[config.mk]
export PLATFORM = sky130hd
export DESIGN_NAME = axi_lite_xbar_flat
export DESIGN_NICKNAME = d
export VERILOG_FILES = /design/src/rtl/axi_xbar_pkg.sv /design/src/rtl/axi_lite_if.sv /design/src/rtl/axi_lite_xbar.sv /design/src/flat_wrapper.sv
export SDC_FILE = /design/constraint.sdc
export NUM_CORES = 1
export LEC_CHECK = 0
export ABC_AREA = 1
export CAP_MARGIN = 15
export CORE_AREA = 2 2 227 229
export DETAILED_ROUTE_END_ITERATION = 7
export DIE_AREA = 0 0 229 231
export GPL_ROUTABILITY_DRIVEN = 0
export SKIP_CTS_REPAIR_TIMING = 1
export SLEW_MARGIN = 20
export SYNTH_ARGS = -nofsm -noshare
export SYNTH_HDL_FRONTEND = slang
export SYNTH_SLANG_ARGS = --single-unit
[constraint.sdc]
create_clock -name clk -period 5.75 [get_ports clk]
set_input_delay 1.15 -clock clk [delete_from_list [all_inputs] [get_ports clk]]
set_output_delay 1.15 -clock clk [all_outputs]
set_load 0.005 [all_outputs]
[src/rtl/axi_xbar_pkg.sv]
// Shared types, default address map and the region decoder for the AXI4-Lite crossbar.
package axi_xbar_pkg;

  localparam int AXI_ADDR_W = 32;
  localparam int AXI_DATA_W = 32;

  typedef enum logic [1:0] {SEL_SRAM, SEL_UART, SEL_CLINT, SEL_NONE} slave_sel_t;
  typedef enum logic [1:0] {RD_IDLE, RD_FWD, RD_ERR} rd_state_t;
  typedef enum logic [1:0] {WR_IDLE, WR_DATA, WR_FWD, WR_ERR} wr_state_t;

  localparam logic [31:0] DEF_SRAM_BASE  = 32'h8000_0000;
  localparam logic [31:0] DEF_SRAM_SIZE  = 32'h0800_0000;
  localparam logic [31:0] DEF_UART_ADDR  = 32'ha000_03f8;
  localparam logic [31:0] UART_SIZE      = 32'h0000_0008;
  localparam logic [31:0] DEF_CLINT_BASE = 32'h0200_0000;
  localparam logic [31:0] DEF_CLINT_SIZE = 32'h0001_0000;

  localparam logic [1:0] RESP_OKAY = 2'b00;
  localparam logic [1:0] RESP_ERR  = 2'b11;

  // Unsigned offset compare: an address below a base wraps to a huge offset and misses.
  function automatic slave_sel_t decode(
    input logic [31:0] addr,
    input logic [31:0] sram_base,
    input logic [31:0] sram_size,
    input logic [31:0] uart_base,
    input logic [31:0] uart_size,
    input logic [31:0] clint_base,
    input logic [31:0] clint_size
  );
    logic [31:0] off_sram, off_uart, off_clint;
    off_sram  = addr - sram_base;
    off_uart  = addr - uart_base;
    off_clint = addr - clint_base;
    if (off_sram < sram_size)        return SEL_SRAM;
    else if (off_uart < uart_size)   return SEL_UART;
    else if (off_clint < clint_size) return SEL_CLINT;
    else                             return SEL_NONE;
  endfunction

endpackage

[src/rtl/axi_lite_if.sv]
// AXI4-Lite channel bundle; master drives requests, slave drives responses.
interface axi_lite_if;
  import axi_xbar_pkg::*;

  logic [AXI_ADDR_W-1:0]   awaddr;
  logic                    awvalid;
  logic                    awready;
  logic [AXI_DATA_W-1:0]   wdata;
  logic [AXI_DATA_W/8-1:0] wstrb;
  logic                    wvalid;
  logic                    wready;
  logic [1:0]              bresp;
  logic                    bvalid;
  logic                    bready;
  logic [AXI_ADDR_W-1:0]   araddr;
  logic                    arvalid;
  logic                    arready;
  logic [AXI_DATA_W-1:0]   rdata;
  logic [1:0]              rresp;
  logic                    rvalid;
  logic                    rready;

  modport master (
    output awaddr, awvalid, wdata, wstrb, wvalid, bready, araddr, arvalid, rready,
    input  awready, wready, bresp, bvalid, arready, rdata, rresp, rvalid
  );

  modport slave (
    input  awaddr, awvalid, wdata, wstrb, wvalid, bready, araddr, arvalid, rready,
    output awready, wready, bresp, bvalid, arready, rdata, rresp, rvalid
  );
endinterface

[src/rtl/axi_lite_xbar.sv]
// 1-to-3 AXI4-Lite crossbar (SRAM, UART, CLINT) with independent single-outstanding
// read and write FSMs and a built-in error responder for unmapped addresses.
module axi_lite_xbar
  import axi_xbar_pkg::*;
#(
  parameter logic [31:0] SRAM_BASE  = DEF_SRAM_BASE,
  parameter logic [31:0] SRAM_SIZE  = DEF_SRAM_SIZE,
  parameter logic [31:0] UART_ADDR  = DEF_UART_ADDR,
  parameter logic [31:0] CLINT_BASE = DEF_CLINT_BASE,
  parameter logic [31:0] CLINT_SIZE = DEF_CLINT_SIZE
) (
  input  logic       clk,
  input  logic       reset,
  axi_lite_if.slave  m,
  axi_lite_if.master sram,
  axi_lite_if.master uart,
  axi_lite_if.master clint
);

  rd_state_t  rd_state_q, rd_state_d;
  wr_state_t  wr_state_q, wr_state_d;
  slave_sel_t rsel_q, rsel_d;
  slave_sel_t wsel_q, wsel_d;
  slave_sel_t ar_sel, aw_sel;
  logic       ar_ready, r_valid;
  logic       aw_ready, w_ready, b_valid;

  assign ar_sel = decode(m.araddr, SRAM_BASE, SRAM_SIZE, UART_ADDR, UART_SIZE,
                         CLINT_BASE, CLINT_SIZE);
  assign aw_sel = decode(m.awaddr, SRAM_BASE, SRAM_SIZE, UART_ADDR, UART_SIZE,
                         CLINT_BASE, CLINT_SIZE);

  assign sram.araddr  = m.araddr;
  assign uart.araddr  = m.araddr;
  assign clint.araddr = m.araddr;
  assign sram.awaddr  = m.awaddr;
  assign uart.awaddr  = m.awaddr;
  assign clint.awaddr = m.awaddr;
  assign sram.wdata   = m.wdata;
  assign uart.wdata   = m.wdata;
  assign clint.wdata  = m.wdata;
  assign sram.wstrb   = m.wstrb;
  assign uart.wstrb   = m.wstrb;
  assign clint.wstrb  = m.wstrb;

  always_ff @(posedge clk) begin
    if (reset) begin
      rd_state_q <= RD_IDLE;
      wr_state_q <= WR_IDLE;
      rsel_q     <= SEL_NONE;
      wsel_q     <= SEL_NONE;
    end else begin
      rd_state_q <= rd_state_d;
      wr_state_q <= wr_state_d;
      rsel_q     <= rsel_d;
      wsel_q     <= wsel_d;
    end
  end

  // Read path: AR forwarded combinationally in idle, R steered by the latched select.
  always_comb begin
    rd_state_d    = rd_state_q;
    rsel_d        = rsel_q;
    ar_ready      = 1'b0;
    r_valid       = 1'b0;
    m.rdata       = '0;
    m.rresp       = RESP_OKAY;
    sram.arvalid  = 1'b0;
    uart.arvalid  = 1'b0;
    clint.arvalid = 1'b0;
    sram.rready   = 1'b0;
    uart.rready   = 1'b0;
    clint.rready  = 1'b0;
    case (rd_state_q)
      RD_IDLE: begin
        case (ar_sel)
          SEL_SRAM:  begin sram.arvalid  = m.arvalid; ar_ready = sram.arready;  end
          SEL_UART:  begin uart.arvalid  = m.arvalid; ar_ready = uart.arready;  end
          SEL_CLINT: begin clint.arvalid = m.arvalid; ar_ready = clint.arready; end
          default:   ar_ready = 1'b1;
        endcase
        if (m.arvalid && ar_ready) begin
          rsel_d     = ar_sel;
          rd_state_d = (ar_sel == SEL_NONE) ? RD_ERR : RD_FWD;
        end
      end
      RD_FWD: begin
        case (rsel_q)
          SEL_SRAM: begin
            r_valid = sram.rvalid; m.rdata = sram.rdata; m.rresp = sram.rresp;
            sram.rready = m.rready;
          end
          SEL_UART: begin
            r_valid = uart.rvalid; m.rdata = uart.rdata; m.rresp = uart.rresp;
            uart.rready = m.rready;
          end
          SEL_CLINT: begin
            r_valid = clint.rvalid; m.rdata = clint.rdata; m.rresp = clint.rresp;
            clint.rready = m.rready;
          end
          default: r_valid = 1'b0;
        endcase
        if (r_valid && m.rready) rd_state_d = RD_IDLE;
      end
      RD_ERR: begin
        r_valid = 1'b1;
        m.rresp = RESP_ERR;
        if (m.rready) rd_state_d = RD_IDLE;
      end
      default: rd_state_d = RD_IDLE;
    endcase
  end

  assign m.arready = ar_ready;
  assign m.rvalid  = r_valid;

  // Write path: AW first, W one cycle later, then B from the latched select.
  always_comb begin
    wr_state_d    = wr_state_q;
    wsel_d        = wsel_q;
    aw_ready      = 1'b0;
    w_ready       = 1'b0;
    b_valid       = 1'b0;
    m.bresp       = RESP_OKAY;
    sram.awvalid  = 1'b0;
    uart.awvalid  = 1'b0;
    clint.awvalid = 1'b0;
    sram.wvalid   = 1'b0;
    uart.wvalid   = 1'b0;
    clint.wvalid  = 1'b0;
    sram.bready   = 1'b0;
    uart.bready   = 1'b0;
    clint.bready  = 1'b0;
    case (wr_state_q)
      WR_IDLE: begin
        case (aw_sel)
          SEL_SRAM:  begin sram.awvalid  = m.awvalid; aw_ready = sram.awready;  end
          SEL_UART:  begin uart.awvalid  = m.awvalid; aw_ready = uart.awready;  end
          SEL_CLINT: begin clint.awvalid = m.awvalid; aw_ready = clint.awready; end
          default:   aw_ready = 1'b1;
        endcase
        if (m.awvalid && aw_ready) begin
          wsel_d     = aw_sel;
          wr_state_d = WR_DATA;
        end
      end
      WR_DATA: begin
        case (wsel_q)
          SEL_SRAM:  begin sram.wvalid  = m.wvalid; w_ready = sram.wready;  end
          SEL_UART:  begin uart.wvalid  = m.wvalid; w_ready = uart.wready;  end
          SEL_CLINT: begin clint.wvalid = m.wvalid; w_ready = clint.wready; end
          default:   w_ready = 1'b1;
        endcase
        if (m.wvalid && w_ready)
          wr_state_d = (wsel_q == SEL_NONE) ? WR_ERR : WR_FWD;
      end
      WR_FWD: begin
        case (wsel_q)
          SEL_SRAM: begin
            b_valid = sram.bvalid; m.bresp = sram.bresp; sram.bready = m.bready;
          end
          SEL_UART: begin
            b_valid = uart.bvalid; m.bresp = uart.bresp; uart.bready = m.bready;
          end
          SEL_CLINT: begin
            b_valid = clint.bvalid; m.bresp = clint.bresp; clint.bready = m.bready;
          end
          default: b_valid = 1'b0;
        endcase
        if (b_valid && m.bready) wr_state_d = WR_IDLE;
      end
      WR_ERR: begin
        b_valid = 1'b1;
        m.bresp = RESP_ERR;
        if (m.bready) wr_state_d = WR_IDLE;
      end
      default: wr_state_d = WR_IDLE;
    endcase
  end

  assign m.awready = aw_ready;
  assign m.wready  = w_ready;
  assign m.bvalid  = b_valid;

endmodule
[src/flat_wrapper.sv]
// flat-port wrapper written by rule: the top's interface ports become plain ports
module axi_lite_xbar_flat import axi_xbar_pkg::*;
#(
  parameter logic [31:0] SRAM_BASE  = DEF_SRAM_BASE,
  parameter logic [31:0] SRAM_SIZE  = DEF_SRAM_SIZE,
  parameter logic [31:0] UART_ADDR  = DEF_UART_ADDR,
  parameter logic [31:0] CLINT_BASE = DEF_CLINT_BASE,
  parameter logic [31:0] CLINT_SIZE = DEF_CLINT_SIZE
)
  (clk, reset, m_awaddr, m_awvalid, m_wdata, m_wstrb, m_wvalid, m_bready, m_araddr, m_arvalid, m_rready, m_awready, m_wready, m_bresp, m_bvalid, m_arready, m_rdata, m_rresp, m_rvalid, sram_awaddr, sram_awvalid, sram_wdata, sram_wstrb, sram_wvalid, sram_bready, sram_araddr, sram_arvalid, sram_rready, sram_awready, sram_wready, sram_bresp, sram_bvalid, sram_arready, sram_rdata, sram_rresp, sram_rvalid, uart_awaddr, uart_awvalid, uart_wdata, uart_wstrb, uart_wvalid, uart_bready, uart_araddr, uart_arvalid, uart_rready, uart_awready, uart_wready, uart_bresp, uart_bvalid, uart_arready, uart_rdata, uart_rresp, uart_rvalid, clint_awaddr, clint_awvalid, clint_wdata, clint_wstrb, clint_wvalid, clint_bready, clint_araddr, clint_arvalid, clint_rready, clint_awready, clint_wready, clint_bresp, clint_bvalid, clint_arready, clint_rdata, clint_rresp, clint_rvalid);
  axi_lite_if m_i ();
  axi_lite_if sram_i ();
  axi_lite_if uart_i ();
  axi_lite_if clint_i ();
  input  logic clk;
  input  logic reset;
  input wire logic [$bits(m_i.awaddr)-1:0] m_awaddr;
  input wire logic [$bits(m_i.awvalid)-1:0] m_awvalid;
  input wire logic [$bits(m_i.wdata)-1:0] m_wdata;
  input wire logic [$bits(m_i.wstrb)-1:0] m_wstrb;
  input wire logic [$bits(m_i.wvalid)-1:0] m_wvalid;
  input wire logic [$bits(m_i.bready)-1:0] m_bready;
  input wire logic [$bits(m_i.araddr)-1:0] m_araddr;
  input wire logic [$bits(m_i.arvalid)-1:0] m_arvalid;
  input wire logic [$bits(m_i.rready)-1:0] m_rready;
  output wire logic [$bits(m_i.awready)-1:0] m_awready;
  output wire logic [$bits(m_i.wready)-1:0] m_wready;
  output wire logic [$bits(m_i.bresp)-1:0] m_bresp;
  output wire logic [$bits(m_i.bvalid)-1:0] m_bvalid;
  output wire logic [$bits(m_i.arready)-1:0] m_arready;
  output wire logic [$bits(m_i.rdata)-1:0] m_rdata;
  output wire logic [$bits(m_i.rresp)-1:0] m_rresp;
  output wire logic [$bits(m_i.rvalid)-1:0] m_rvalid;
  output wire logic [$bits(sram_i.awaddr)-1:0] sram_awaddr;
  output wire logic [$bits(sram_i.awvalid)-1:0] sram_awvalid;
  output wire logic [$bits(sram_i.wdata)-1:0] sram_wdata;
  output wire logic [$bits(sram_i.wstrb)-1:0] sram_wstrb;
  output wire logic [$bits(sram_i.wvalid)-1:0] sram_wvalid;
  output wire logic [$bits(sram_i.bready)-1:0] sram_bready;
  output wire logic [$bits(sram_i.araddr)-1:0] sram_araddr;
  output wire logic [$bits(sram_i.arvalid)-1:0] sram_arvalid;
  output wire logic [$bits(sram_i.rready)-1:0] sram_rready;
  input wire logic [$bits(sram_i.awready)-1:0] sram_awready;
  input wire logic [$bits(sram_i.wready)-1:0] sram_wready;
  input wire logic [$bits(sram_i.bresp)-1:0] sram_bresp;
  input wire logic [$bits(sram_i.bvalid)-1:0] sram_bvalid;
  input wire logic [$bits(sram_i.arready)-1:0] sram_arready;
  input wire logic [$bits(sram_i.rdata)-1:0] sram_rdata;
  input wire logic [$bits(sram_i.rresp)-1:0] sram_rresp;
  input wire logic [$bits(sram_i.rvalid)-1:0] sram_rvalid;
  output wire logic [$bits(uart_i.awaddr)-1:0] uart_awaddr;
  output wire logic [$bits(uart_i.awvalid)-1:0] uart_awvalid;
  output wire logic [$bits(uart_i.wdata)-1:0] uart_wdata;
  output wire logic [$bits(uart_i.wstrb)-1:0] uart_wstrb;
  output wire logic [$bits(uart_i.wvalid)-1:0] uart_wvalid;
  output wire logic [$bits(uart_i.bready)-1:0] uart_bready;
  output wire logic [$bits(uart_i.araddr)-1:0] uart_araddr;
  output wire logic [$bits(uart_i.arvalid)-1:0] uart_arvalid;
  output wire logic [$bits(uart_i.rready)-1:0] uart_rready;
  input wire logic [$bits(uart_i.awready)-1:0] uart_awready;
  input wire logic [$bits(uart_i.wready)-1:0] uart_wready;
  input wire logic [$bits(uart_i.bresp)-1:0] uart_bresp;
  input wire logic [$bits(uart_i.bvalid)-1:0] uart_bvalid;
  input wire logic [$bits(uart_i.arready)-1:0] uart_arready;
  input wire logic [$bits(uart_i.rdata)-1:0] uart_rdata;
  input wire logic [$bits(uart_i.rresp)-1:0] uart_rresp;
  input wire logic [$bits(uart_i.rvalid)-1:0] uart_rvalid;
  output wire logic [$bits(clint_i.awaddr)-1:0] clint_awaddr;
  output wire logic [$bits(clint_i.awvalid)-1:0] clint_awvalid;
  output wire logic [$bits(clint_i.wdata)-1:0] clint_wdata;
  output wire logic [$bits(clint_i.wstrb)-1:0] clint_wstrb;
  output wire logic [$bits(clint_i.wvalid)-1:0] clint_wvalid;
  output wire logic [$bits(clint_i.bready)-1:0] clint_bready;
  output wire logic [$bits(clint_i.araddr)-1:0] clint_araddr;
  output wire logic [$bits(clint_i.arvalid)-1:0] clint_arvalid;
  output wire logic [$bits(clint_i.rready)-1:0] clint_rready;
  input wire logic [$bits(clint_i.awready)-1:0] clint_awready;
  input wire logic [$bits(clint_i.wready)-1:0] clint_wready;
  input wire logic [$bits(clint_i.bresp)-1:0] clint_bresp;
  input wire logic [$bits(clint_i.bvalid)-1:0] clint_bvalid;
  input wire logic [$bits(clint_i.arready)-1:0] clint_arready;
  input wire logic [$bits(clint_i.rdata)-1:0] clint_rdata;
  input wire logic [$bits(clint_i.rresp)-1:0] clint_rresp;
  input wire logic [$bits(clint_i.rvalid)-1:0] clint_rvalid;
  assign m_i.awaddr = m_awaddr;
  assign m_i.awvalid = m_awvalid;
  assign m_i.wdata = m_wdata;
  assign m_i.wstrb = m_wstrb;
  assign m_i.wvalid = m_wvalid;
  assign m_i.bready = m_bready;
  assign m_i.araddr = m_araddr;
  assign m_i.arvalid = m_arvalid;
  assign m_i.rready = m_rready;
  assign m_awready = m_i.awready;
  assign m_wready = m_i.wready;
  assign m_bresp = m_i.bresp;
  assign m_bvalid = m_i.bvalid;
  assign m_arready = m_i.arready;
  assign m_rdata = m_i.rdata;
  assign m_rresp = m_i.rresp;
  assign m_rvalid = m_i.rvalid;
  assign sram_awaddr = sram_i.awaddr;
  assign sram_awvalid = sram_i.awvalid;
  assign sram_wdata = sram_i.wdata;
  assign sram_wstrb = sram_i.wstrb;
  assign sram_wvalid = sram_i.wvalid;
  assign sram_bready = sram_i.bready;
  assign sram_araddr = sram_i.araddr;
  assign sram_arvalid = sram_i.arvalid;
  assign sram_rready = sram_i.rready;
  assign sram_i.awready = sram_awready;
  assign sram_i.wready = sram_wready;
  assign sram_i.bresp = sram_bresp;
  assign sram_i.bvalid = sram_bvalid;
  assign sram_i.arready = sram_arready;
  assign sram_i.rdata = sram_rdata;
  assign sram_i.rresp = sram_rresp;
  assign sram_i.rvalid = sram_rvalid;
  assign uart_awaddr = uart_i.awaddr;
  assign uart_awvalid = uart_i.awvalid;
  assign uart_wdata = uart_i.wdata;
  assign uart_wstrb = uart_i.wstrb;
  assign uart_wvalid = uart_i.wvalid;
  assign uart_bready = uart_i.bready;
  assign uart_araddr = uart_i.araddr;
  assign uart_arvalid = uart_i.arvalid;
  assign uart_rready = uart_i.rready;
  assign uart_i.awready = uart_awready;
  assign uart_i.wready = uart_wready;
  assign uart_i.bresp = uart_bresp;
  assign uart_i.bvalid = uart_bvalid;
  assign uart_i.arready = uart_arready;
  assign uart_i.rdata = uart_rdata;
  assign uart_i.rresp = uart_rresp;
  assign uart_i.rvalid = uart_rvalid;
  assign clint_awaddr = clint_i.awaddr;
  assign clint_awvalid = clint_i.awvalid;
  assign clint_wdata = clint_i.wdata;
  assign clint_wstrb = clint_i.wstrb;
  assign clint_wvalid = clint_i.wvalid;
  assign clint_bready = clint_i.bready;
  assign clint_araddr = clint_i.araddr;
  assign clint_arvalid = clint_i.arvalid;
  assign clint_rready = clint_i.rready;
  assign clint_i.awready = clint_awready;
  assign clint_i.wready = clint_wready;
  assign clint_i.bresp = clint_bresp;
  assign clint_i.bvalid = clint_bvalid;
  assign clint_i.arready = clint_arready;
  assign clint_i.rdata = clint_rdata;
  assign clint_i.rresp = clint_rresp;
  assign clint_i.rvalid = clint_rvalid;
  axi_lite_xbar #(.SRAM_BASE(SRAM_BASE), .SRAM_SIZE(SRAM_SIZE), .UART_ADDR(UART_ADDR), .CLINT_BASE(CLINT_BASE), .CLINT_SIZE(CLINT_SIZE)) u_core (.clk(clk), .reset(reset), .m(m_i), .sram(sram_i), .uart(uart_i), .clint(clint_i));
endmodule
# Yosys cells after proc, flatten, opt, wreduce, memory -nomap -nowiden

Cells that the tools add are included.

Logic and storage cells: 121
Flip-flop bits (word level): 8
Input bits: 230
Output and inout port bits: 356

Reduce and logical (&&, ||, !) cells: 15
Equal/unequal tests: 22
Add/sub/neg operators: 6
Multiplexer cells: 68
Magnitude comparators: 6

Operators with widths:

| operator               | count |
|---|---|
| $sub 32x32->32 const B | 4 |
| $pmux 32 s3            | 1 |
| $lt 32x17->1 const B   | 2 |
| $lt 32x28->1 const B   | 2 |
| $lt 32x4->1 const B    | 2 |
| $sub 32x26->32 const B | 2 |
| $mux 1                 | 41 |
| $mux 32                | 1 |
| $mux 2                 | 12 |
| $eq 2x2->1 const B     | 9 |
| $pmux 2 s3             | 3 |
| $pmux 1 s3             | 5 |
| $eq 2x1->1 const B     | 6 |
| $logic_not 2->1        | 6 |
| $ne 2x1->1 const B     | 5 |
| $pmux 2 s2             | 2 |
| $pmux 2 s4             | 1 |
| $logic_and 1x1->1      | 5 |
| $ne 2x2->1 const B     | 2 |
| $pmux 1 s2             | 2 |
| $reduce_and 2->1       | 2 |
| $reduce_and 4->1       | 1 |
| $reduce_and 3->1       | 1 |

# Longest topological paths before layout

Gate-level depths: netlist of the first run.

Word-level depth: 11
Mapped depth: 21
Mapped depth without buffers: 21

# Worst setup path after synthesis of the first run

OpenSTA, ideal clock, no wires.

Path type: input -> output
Start: in m_awaddr[3]
End: out m_awready
Data arrival time: 2.743 ns
Stages: 14
Setup slack: 1.857 ns
Path buffers: 0
Data required time: 4.600 ns
Path through: ha_1 -> nand2_1 -> nor3_1 -> nand2_1 -> nand2_1 -> nor2_1 -> nand3_2 -> o21ai_0 -> nand4_1 -> nor2_1 -> nand2_1 -> nand2_1 -> nand3_2 -> and3_1

Word-level cells in the longest chain between the ends: 9
Elaborated cells between the ends (all ways): 15
Classes of those cells: add/sub: 3; order compare: 3; eq/ne: 2; mux: 6; reduce/logical: 1

RTL lines:

| element                            | RTL line             | text |
|---|---|---|
| from (decl)                        | flat_wrapper.sv:17   | `input wire logic [$bits(m_i.awaddr)-1:0] m_awaddr;` |
| $sub 32x26->32                     | axi_xbar_pkg.sv:34   | `off_clint = addr - clint_base;` |
| $lt 32x17->1                       | axi_xbar_pkg.sv:37   | `else if (off_clint < clint_size) return SEL_CLINT;` |
| $mux 1                             | axi_xbar_pkg.sv:37   |  |
| $mux 2                             | axi_xbar_pkg.sv:36   | `else if (off_uart < uart_size) return SEL_UART;` |
| $mux 2 *                           | axi_xbar_pkg.sv:35   | `if (off_sram < sram_size) return SEL_SRAM;` |
| $eq 2x2->1 (tied with other cells) | axi_lite_xbar.sv:136 | `case (aw_sel)` |
| $pmux 1 s3 *                       | axi_lite_xbar.sv:136 |  |
| $mux 1 * (2 in a row)              | axi_lite_xbar.sv:134 | `case (wr_state_q)` |
| to (decl)                          | flat_wrapper.sv:26   | `output wire logic [$bits(m_i.awready)-1:0] m_awready;` |

Every way passes the cells marked *; elsewhere a longest branch is shown, timed or not. The select of a mux whose other input is x is not followed.

# Final worst setup path of the first run

Same ends and word-level chain as after synthesis.

==> results of run 1 <==
layout by cell type (no fill, tap or decap), types with 4 or more instances in the layout:
cell type,n
clkdlybuf4s50_1,417
nand2_1,303
inv_1,114
nor2_1,94
nand3_1,83
nand4_1,16
buf_4,16
a21oi_1,12
nor3_1,10
o21ai_0,10
nor2_2,9
xor2_1,8
nand2_2,8
dfxtp_1,8
ha_1,7
xnor2_1,6
nand3_2,4
flip-flops by register name, summed over array words and instances (netlist names):
| name | cells |
|---|---|
| u_core.rd_state_q | 2 |
| u_core.wr_state_q | 2 |
| u_core.rsel_q | 2 |
| u_core.wsel_q | 2 |
metal layers:
metal,GRT usage (%),wire length [um]
met1,10.2,10300
met2,14.2,11600
met3,3.13,2640
met4,2.19,561
met5,0,13
critical path: cells and delay by family:
family	cells	cell delay, ns
AOI/OAI and AO/OA	1	0.21
buffers and inverters	2	1.07
and+or+nand+nor	11	1.55
adders and majority gates	1	0.29
cell type report:
type | count | area (um2)
clock buffers | 3 | 75.1
fillers | 5871 | 42100
inverters | 116 | 435
multi-input cells | 601 | 2760
flip-flops and latches | 8 | 160
well taps | 680 | 851
repair buffers | 433 | 4290
through the flow:
step	utilization [%]	instances	hold WS, ns	power, mW	cell area (um2)
2_1_floorplan	-	1040	0.461	0.555	5670
3_3_place_gp	16.8	1838	0.493	0.887	8500
3_5_place_dp	16.8	1838	0.503	0.890	8500
4_1_cts	16.9	1841	0.506	1.01	8580
5_1_grt	16.9	1841	0.540	1.08	8580
6_report	16.9	1841	0.508	0.998	8580
cell families (layout without fill, tap and decap cells):
kind of cell    after synthesis  after routing  share of synthesized area (%)
fa+ha+maj                     7              7                           1.54
simple gates                544            544                           41.2
flops                         8              8                           2.82
compound gates               36             36                           3.73
xor+xnor                     14             14                           2.16
buf+inv                     431            552                           48.5
power by group through the flow:
stage	clock (mW)	combinational [mW]	sequential, mW
floorplan	0	0.476	0.0787
global placement	0	0.803	0.0843
detailed placement	0	0.805	0.0850
CTS	0.120	0.809	0.0840
global route	0.121	0.877	0.0863
finish	0.117	0.798	0.0838
final timing paths:
path	startpoint	slack, ns	to
max	m_awaddr[3]	0.31	m_awready
min	u_core.wr_state_q[1]$_SDFFE_PP0P_	0.51	u_core.wr_state_q[1]$_SDFFE_PP0P_
max reg2reg	u_core.rsel_q[0]$_SDFFE_PP1P_	3.79	u_core.rd_state_q[0]$_SDFFE_PP0P_
min reg2reg	u_core.wr_state_q[1]$_SDFFE_PP0P_	0.51	u_core.wr_state_q[1]$_SDFFE_PP0P_
==> impl_metrics.env, run 1 <==
export IMPL_status="finished, final reports clean"
export IMPL_overflow=0
export IMPL_slew_headroom_pct=43.7
export IMPL_net_switching_power_uw=444
export IMPL_htreeDepth=1
export IMPL_cts_buffers=3
export IMPL_fmax_mhz=184
export IMPL_p_leak_nw=3.63
export IMPL_slowest_stage="clkdlybuf4s50_1"
export IMPL_rows=83
export IMPL_hold_depth=2
export IMPL_synthDistinctLibCells=42
export IMPL_hold_viol=0
export IMPL_portBuffers=417
export IMPL_rr_worst_depth=9
export IMPL_p_seq_share_pct=8.4
export IMPL_layout_setup_ws_ns=0.315
export IMPL_grt_pass1_wl_um=35500
export IMPL_pwr_density_cell_nw_per_um2=116
export IMPL_combPwrFrac_pct=79.9
export IMPL_synth_seq_area_share_pct=2.82
export IMPL_die_area_um2=52900
export IMPL_synthTopCellsByArea="buf_4, nand2_1, inv_1, nand3_1, nor2_1"
export IMPL_core_area_um2=50700
export IMPL_internal_power_uw=555
export IMPL_clk_pin_slew_worst_paths_ns=0.04
export IMPL_drtPass1Iterations=5
export IMPL_critPathLaunchType="primary input"
export IMPL_syn_area_per_cell_um2=5.45
export IMPL_clock_latency_ns=0.23
export IMPL_min_period_over_period_pct=94.5
export IMPL_holdCritPathClass="reg -> reg"
export IMPL_nets=1400
export IMPL_ir_worst_vdd_v=0.0000720
export IMPL_end_kind="primary output"
export IMPL_yosysWarnings=0
export IMPL_path_class="in -> out"
export IMPL_antenna_found_initial=1
export IMPL_pwr_share_clk_pct=11.7
export IMPL_antenna_cells=0
export IMPL_synth_common_cells="nand2_1, buf_4, inv_1"
export IMPL_worstPathMaxFanout=6
export IMPL_vias=6472
export IMPL_root_buffer="clkbuf_16"
export IMPL_grt_usage_pct=8.49
export IMPL_ant_nets=0
export IMPL_grt_max_degree=38
export IMPL_max_cap_violations=0
export IMPL_cts_tree="built"
export IMPL_die_h_um=231
export IMPL_fin_setup_tns_ns=0
export IMPL_tightest_slew_ns=0.844
export IMPL_crit_top_cell="nand2_1"
export IMPL_syn_area_um2=5670
export IMPL_synth_nets=1277
export IMPL_synthMostInstantiatedCell="nand2_1"
export IMPL_drive_gt1_share_pct=4.31
export IMPL_synth_edf_count=0
export IMPL_wl_um=25100
export IMPL_post_route_drc_count=0
export IMPL_slowest_delay_ns=0.54
export IMPL_synth_area_leader_cell="buf_4"
export IMPL_clock_path_buffers=2
export IMPL_grt_pass1_vias=6081
export IMPL_dp_hpwl_um=21900
export IMPL_cts_sinks=8
export IMPL_area_delta_synth_final_pct=51.3
export IMPL_start_util_pct=11.2
export IMPL_fp_dieW_um=229
export IMPL_wire_per_inst_um=13.6
export IMPL_p_sw_share_pct=44.4
export IMPL_yosysTopAreaCellShare_pct=39.7
export IMPL_rsz0062_at_grt="no"
export IMPL_fin_crit_ns=5.44
export IMPL_setup_viol=0
export IMPL_worstPathRequired_ns=4.60
export IMPL_async_flop_share_pct=0
export IMPL_synth_flop_cell="dfxtp_1"
export IMPL_skew_ns=0.000369
export IMPL_ys_seq_elements=8
export IMPL_slew_violations=0
export IMPL_top_level_ports=586
export IMPL_place_ws_ns=0.366
export IMPL_crit_chain="clkdlybuf4s50_1, ha_1, nand2_1, nor3_1, nand2_1, nand2_1, nor2_1, nand3_2, o21ai_0, nand4_1, nor2_1, nand3_1, nand3_2, and3_1, clkdlybuf4s50_1"
export IMPL_synth_cells=1040
export IMPL_drt_iter0_drc=329
export IMPL_crit_arrival_ns=4.29
export IMPL_viasPerCell=3.52
Note: power is estimated with default switching activity, not from simulation.
==> run 2, diff against run 1 <==
CORE_AREA = 2 2 231 233   (was 2 2 227 229)
DIE_AREA = 0 0 233 235   (was 0 0 229 231)
clock period = 5.3 ns   (was 5.75 ns; I/O delays follow)
==> impl_metrics.env, run 2 (same netlist as run 1, synthesis figures left out) <==
export IMPL_holdCritPathClass="reg -> reg"
export IMPL_top_level_ports=586
export IMPL_wl_um=25700
export IMPL_rsz0062_at_grt="no"
export IMPL_setup_viol=0
export IMPL_drtPass1Iterations=4
export IMPL_fmax_mhz=199
export IMPL_start_util_pct=10.9
export IMPL_grt_pass1_wl_um=36000
export IMPL_critPathLaunchType="primary input"
export IMPL_mostFrequentLayoutCell="clkdlybuf4s50_1"
export IMPL_n_fill_cell=6023
export IMPL_core_area_um2=52200
export IMPL_final_cell_mix="clkdlybuf4s50_1, nand2_1, inv_1"
export IMPL_fp_dieW_um=233
export IMPL_cts_buffers=3
export IMPL_slew_violations=0
export IMPL_status="finished, final reports clean"
export IMPL_critPathLaunch="m_awaddr[4]"
export IMPL_root_buffer="clkbuf_16"
export IMPL_fin_crit_ns=5.03
export IMPL_reg2reg_slack_ns=3.56
export IMPL_layout_setup_ws_ns=0.271
export IMPL_post_route_drc_count=0
export IMPL_skew_ns=0.000421
export IMPL_tightest_slew_ns=0.505
export IMPL_path_class="in -> out"
export IMPL_rows=84
export IMPL_drive_gt1_share_pct=6.67
export IMPL_vias=6338
export IMPL_nets=1424
export IMPL_grt_pass1_vias=5919
export IMPL_place_ws_ns=0.154
export IMPL_clock_latency_ns=0.23
export IMPL_worstPathMaxFanout=5
export IMPL_r2r_end="u_core.rd_state_q[1]$_SDFFE_PP0P_"
export IMPL_viasPerCell=3.38
export IMPL_slew_headroom_pct=66.0
export IMPL_multiInputGateArea_um2=2780
export IMPL_crit_arrival_ns=3.97
export IMPL_area_delta_synth_final_pct=55.1
export IMPL_ant_nets=0
export IMPL_antenna_found_initial=2
export IMPL_fin_setup_tns_ns=0
export IMPL_r2r_start="u_core.rsel_q[1]$_SDFFE_PP1P_"
export IMPL_max_cap_violations=0
export IMPL_wire_per_inst_um=13.7
export IMPL_final_seq_area_um2=160
export IMPL_dp_hpwl_um=22400
export IMPL_die_area_um2=54800
export IMPL_portBuffers=417
export IMPL_cts_sinks=8
export IMPL_clk_pin_slew_worst_paths_ns=0.04
export IMPL_overflow=0
export IMPL_end_kind="primary output"
export IMPL_cts_tree="built"
export IMPL_rr_worst_depth=10
export IMPL_min_period_over_period_pct=94.9
export IMPL_clock_path_buffers=2
export IMPL_grt_max_degree=38
export IMPL_die_h_um=235
export IMPL_hold_viol=0
export IMPL_drt_iter0_drc=278
export IMPL_hold_slack_ns=0.504
export IMPL_crit_end="m_awready"
export IMPL_htreeDepth=1
export IMPL_p_leak_nw=3.75
export IMPL_ir_worst_vdd_v=0.0000991
export IMPL_pwr_density_cell_nw_per_um2=123
export IMPL_worstPathRequired_ns=4.24
export IMPL_grt_usage_pct=8.57
==> run 2: cell types whose count changed in the layout (fill, tap and decap cells not counted) <==
cell,change
dlymetal6s2s_1,+1
nor2_2,+1
nand2_2,+2
nor2_4,+1
clkdlybuf4s50_1,-1
nor2_1,-2
nor3_1,-1
nor3_2,+1
diode_2,+1
buf_4,+24
nand2_1,-2
==> run 2: worst min path at each step <==
stage	startpoint	end	slack, ns	depth (start not counted)
final	u_core.wr_state_q[1]$_SDFFE_PP0P_	u_core.wr_state_q[1]$_SDFFE_PP0P_	0.50	2
after global routing	u_core.wr_state_q[1]$_SDFFE_PP0P_	u_core.wr_state_q[1]$_SDFFE_PP0P_	0.55	2
after CTS	u_core.wr_state_q[1]$_SDFFE_PP0P_	u_core.wr_state_q[1]$_SDFFE_PP0P_	0.51	2
after detailed placement	u_core.wr_state_q[1]$_SDFFE_PP0P_	u_core.wr_state_q[1]$_SDFFE_PP0P_	0.49	2
after global placement	u_core.wr_state_q[1]$_SDFFE_PP0P_	u_core.wr_state_q[1]$_SDFFE_PP0P_	0.49	2
after floorplan	u_core.wr_state_q[1]$_SDFFE_PP0P_	u_core.wr_state_q[1]$_SDFFE_PP0P_	0.46	2
==> run 2: critical path: stages <==
cell,delay [ns]
clkdlybuf4s50_1,0.55
ha_1,0.22
nand2_1,0.09
nor3_2,0.20
nand2_1,0.10
nand2_2,0.14
nor2_2,0.07
xor2_1,0.15
nand3b_1,0.09
nor2_1,0.09
nand2_1,0.06
nor2_1,0.18
nand3_1,0.12
nand3_2,0.12
and3_1,0.19
clkdlybuf4s50_1,0.54
==> run 2: final cells by class <==
type	count	area share, %
repair buffers	457	50.9
multi-input cells	601	31.7
well taps	688	9.79
inverters	116	4.95
flip-flops and latches	8	1.82
clock buffers	3	0.854
diodes	1	0.0285
==> run 2: power by group <==
group / total [mW] / internal (mW) / switching (mW)
clock: 0.126 / 0.0972 / 0.0292
combinational: 0.865 / 0.438 / 0.427
sequential: 0.0915 / 0.0756 / 0.0160
total: 1.08 / 0.611 / 0.472
==> run 2: per-layer routing <==
metal	track usage (%)	vias up	share of wire, %
li1	-	3204	-
met1	10.4	2753	41
met2	14.1	334	45
met3	2.71	45	10
met4	3.22	2	3.2
met5	0	-	0.047
==> run 2: through the flow <==
stage	power (mW)	std cells	instance area, um2	util [%]
2_1_floorplan	0.602	1040	5670	-
3_3_place_gp	0.968	1870	8690	16.6
3_5_place_dp	0.967	1870	8690	16.6
4_1_cts	1.10	1873	8770	16.8
5_1_grt	1.19	1873	8790	16.8
6_report	1.08	1874	8790	16.8
==> run 3, diff against run 2 <==
ABC_AREA = not set   (was 1)
CORE_AREA = 2 2 225 227   (was 2 2 231 233)
DIE_AREA = 0 0 227 229   (was 0 0 233 235)
==> impl_metrics.env, run 3 <==
export IMPL_die_area_um2=52000
export IMPL_cts_buffers=3
export IMPL_final_area_um2=8730
export IMPL_slowest_delay_ns=0.54
export IMPL_cts_tree="built"
export IMPL_vias=5772
export IMPL_setup_viol=0
export IMPL_hold_start="u_core.rd_state_q[0]$_SDFFE_PP0P_"
export IMPL_fmax_mhz=192
export IMPL_grt_max_degree=41
export IMPL_r2r_end="u_core.rd_state_q[0]$_SDFFE_PP0P_"
export IMPL_die_h_um=229
export IMPL_synthAdderAreaFrac_pct=1.68
export IMPL_cp_num_buf_inv=2
export IMPL_ant_nets=0
export IMPL_root_buffer="clkbuf_16"
export IMPL_worstHoldEndpoint="u_core.rd_state_q[0]$_SDFFE_PP0P_"
export IMPL_antenna_found_initial=2
export IMPL_min_period_over_period_pct=98.4
export IMPL_post_route_drc_count=0
export IMPL_area_delta_synth_final_pct=67.0
export IMPL_rr_worst_depth=7
export IMPL_skew_ns=0.000817
export IMPL_status="finished, final reports clean"
export IMPL_reg2reg_slack_ns=3.06
export IMPL_path_class="in -> out"
export IMPL_htreeDepth=1
export IMPL_drive_gt1_share_pct=12.0
export IMPL_tightest_slew_ns=0.809
export IMPL_crit_arrival_ns=4.16
export IMPL_crit_chain="clkdlybuf4s50_1, or4_4, or4_4, or3_4, o311ai_4, nand4_1, o41a_1, mux2i_1, nor3_1, dlymetal6s2s_1"
export IMPL_layout_setup_ws_ns=0.0847
export IMPL_mostFrequentLayoutCell="clkdlybuf4s50_1"
export IMPL_grt_usage_pct=8.44
export IMPL_worstPathRequired_ns=4.24
export IMPL_wl_um=24000
export IMPL_nets=1184
export IMPL_yosysTopAreaCellShare_pct=43.1
export IMPL_ir_worst_vdd_v=0.0000621
export IMPL_synthMostInstantiatedCell="buf_4"
export IMPL_synthSimpleGateAreaFrac_pct=25.6
export IMPL_syn_area_um2=5230
export IMPL_hold_depth=1
export IMPL_slew_violations=0
export IMPL_path_delay_family="simple AND/OR/NAND/NOR gates"
export IMPL_end_kind="primary output"
export IMPL_drtPass1Iterations=4
export IMPL_pwr_density_cell_nw_per_um2=92.6
export IMPL_viasPerCell=3.57
export IMPL_clock_path_buffers=2
export IMPL_synth_flop_cell="dfxtp_1"
export IMPL_synth_top_family_by_area="buffers and inverters"
export IMPL_clock_latency_ns=0.24
export IMPL_drt_iter0_drc=254
export IMPL_hold_viol=0
export IMPL_crit_top_cell="or4_4"
export IMPL_place_ws_ns=-0.315
export IMPL_synthTopCellsByArea="buf_4, mux2i_1, o21ai_0, and2_1, nand2_1"
export IMPL_synth_nets=1004
export IMPL_slowest_stage="or4_4"
export IMPL_core_area_um2=49700
export IMPL_grt_pass1_wl_um=33600
export IMPL_synth_mux_area_share_pct=8.26
export IMPL_fp_dieW_um=227
export IMPL_yosysWarnings=0
export IMPL_syn_area_per_cell_um2=6.82
export IMPL_slew_headroom_pct=45.8
export IMPL_wire_per_inst_um=14.8
export IMPL_synth_edf_count=0
export IMPL_cts_sinks=8
export IMPL_rows=82
export IMPL_top_level_ports=586
export IMPL_critPathLaunchType="primary input"
export IMPL_synth_seq_area_share_pct=3.06
export IMPL_final_cell_mix="clkdlybuf4s50_1, buf_4, nand2_1"
export IMPL_grt_pass1_vias=5682
export IMPL_fin_crit_ns=5.22
export IMPL_holdCritPathClass="reg -> reg"
export IMPL_synth_cells=767
export IMPL_rsz0062_at_grt="yes"
export IMPL_portBuffers=417
export IMPL_overflow=0
export IMPL_dp_hpwl_um=20800
export IMPL_p_leak_nw=3.37
export IMPL_async_flop_share_pct=0
export IMPL_place_area_um2=8500
export IMPL_synth_area_leader_cell="buf_4"
export IMPL_clk_pin_slew_worst_paths_ns=0.04
export IMPL_max_cap_violations=0
export IMPL_ys_seq_elements=8
export IMPL_synth_compound_area_share_pct=13.5
export IMPL_synth_common_cells="buf_4, nand2_1, o21ai_0"
export IMPL_r2r_start="u_core.rsel_q[1]$_SDFFE_PP1P_"
export IMPL_worstPathMaxFanout=5
export IMPL_start_util_pct=10.5
export IMPL_post_synth_xor_area_fraction_pct=1.51
export IMPL_synthDistinctLibCells=60
-- run 3: changes by cell type after synthesis, moves of 42 or more --
cell,before,now
mux2i_1,0,42
o21ai_0,10,52
nand3_1,83,11
inv_1,114,18
nor2_1,96,26
nand2_1,303,55
-- run 3: layout make-up --
type	instances	area (um2)
multi-input combinational	416	2770
sequential	8	161
clock buffer	3	75.1
fill	5625	40900
inverter	18	67.6
timing repair buffer	500	4810
tap	672	841
antenna	1	2.50
-- run 3: worst max path at each step --
stage                      start           end  slack [ns]  cells past startpoint
floorplan           m_awaddr[21]     m_awready        0.75                      8
global placement    m_awaddr[19]  uart_awvalid       -0.30                     10
detailed placement  m_awaddr[19]  uart_awvalid       -0.32                     10
CTS                 m_awaddr[19]  uart_awvalid       -0.32                     10
global route        m_awaddr[21]     m_awready       -0.04                     10
finish              m_awaddr[21]     m_awready        0.08                     10
-- run 3: cell families after synthesis --
group,Yosys count
multiplexers,43
AO/OA/AOI/OAI,117
AND/OR/NAND/NOR,240
XOR/XNOR,9
adder cells (fa/ha/maj),7
buffers and inverters,343
flip-flops,8
-- run 3: layer usage --
metal / routed length, um / GRT usage [%] / share of wire [%] / up-vias
li1: - / - / - / 2692
met1: 9020 / 9.01 / 38 / 2673
met2: 12200 / 15.8 / 51 / 362
met3: 2330 / 3.00 / 9.7 / 41
met4: 410 / 1.67 / 1.7 / 4
met5: 18 / 0 / 0.075 / -
-- run 3: power breakdown --
group          leakage [nW]  internal (mW)  switching, mW
registers            0.0652         0.0679         0.0118
logic                  3.27          0.357          0.238
clock network        0.0370         0.0978         0.0363
-- run 3: per-stage QoR --
| step | utilization [%] | TNS [ns] | power (mW) | hold slack (ns) | instances |
|---|---|---|---|---|---|
| after detailed placement | 17.1 | -1.10 | 0.679 | 0.499 | 1613 |
| after CTS | 17.3 | -1.13 | 0.828 | 0.509 | 1616 |
| after floorplan | - | 0 | 0.403 | 0.470 | 767 |
| after global placement | 17.1 | -0.991 | 0.672 | 0.492 | 1613 |
| after global routing | 17.6 | -0.0465 | 0.878 | 0.544 | 1617 |
| final | 17.6 | 0 | 0.809 | 0.509 | 1618 |
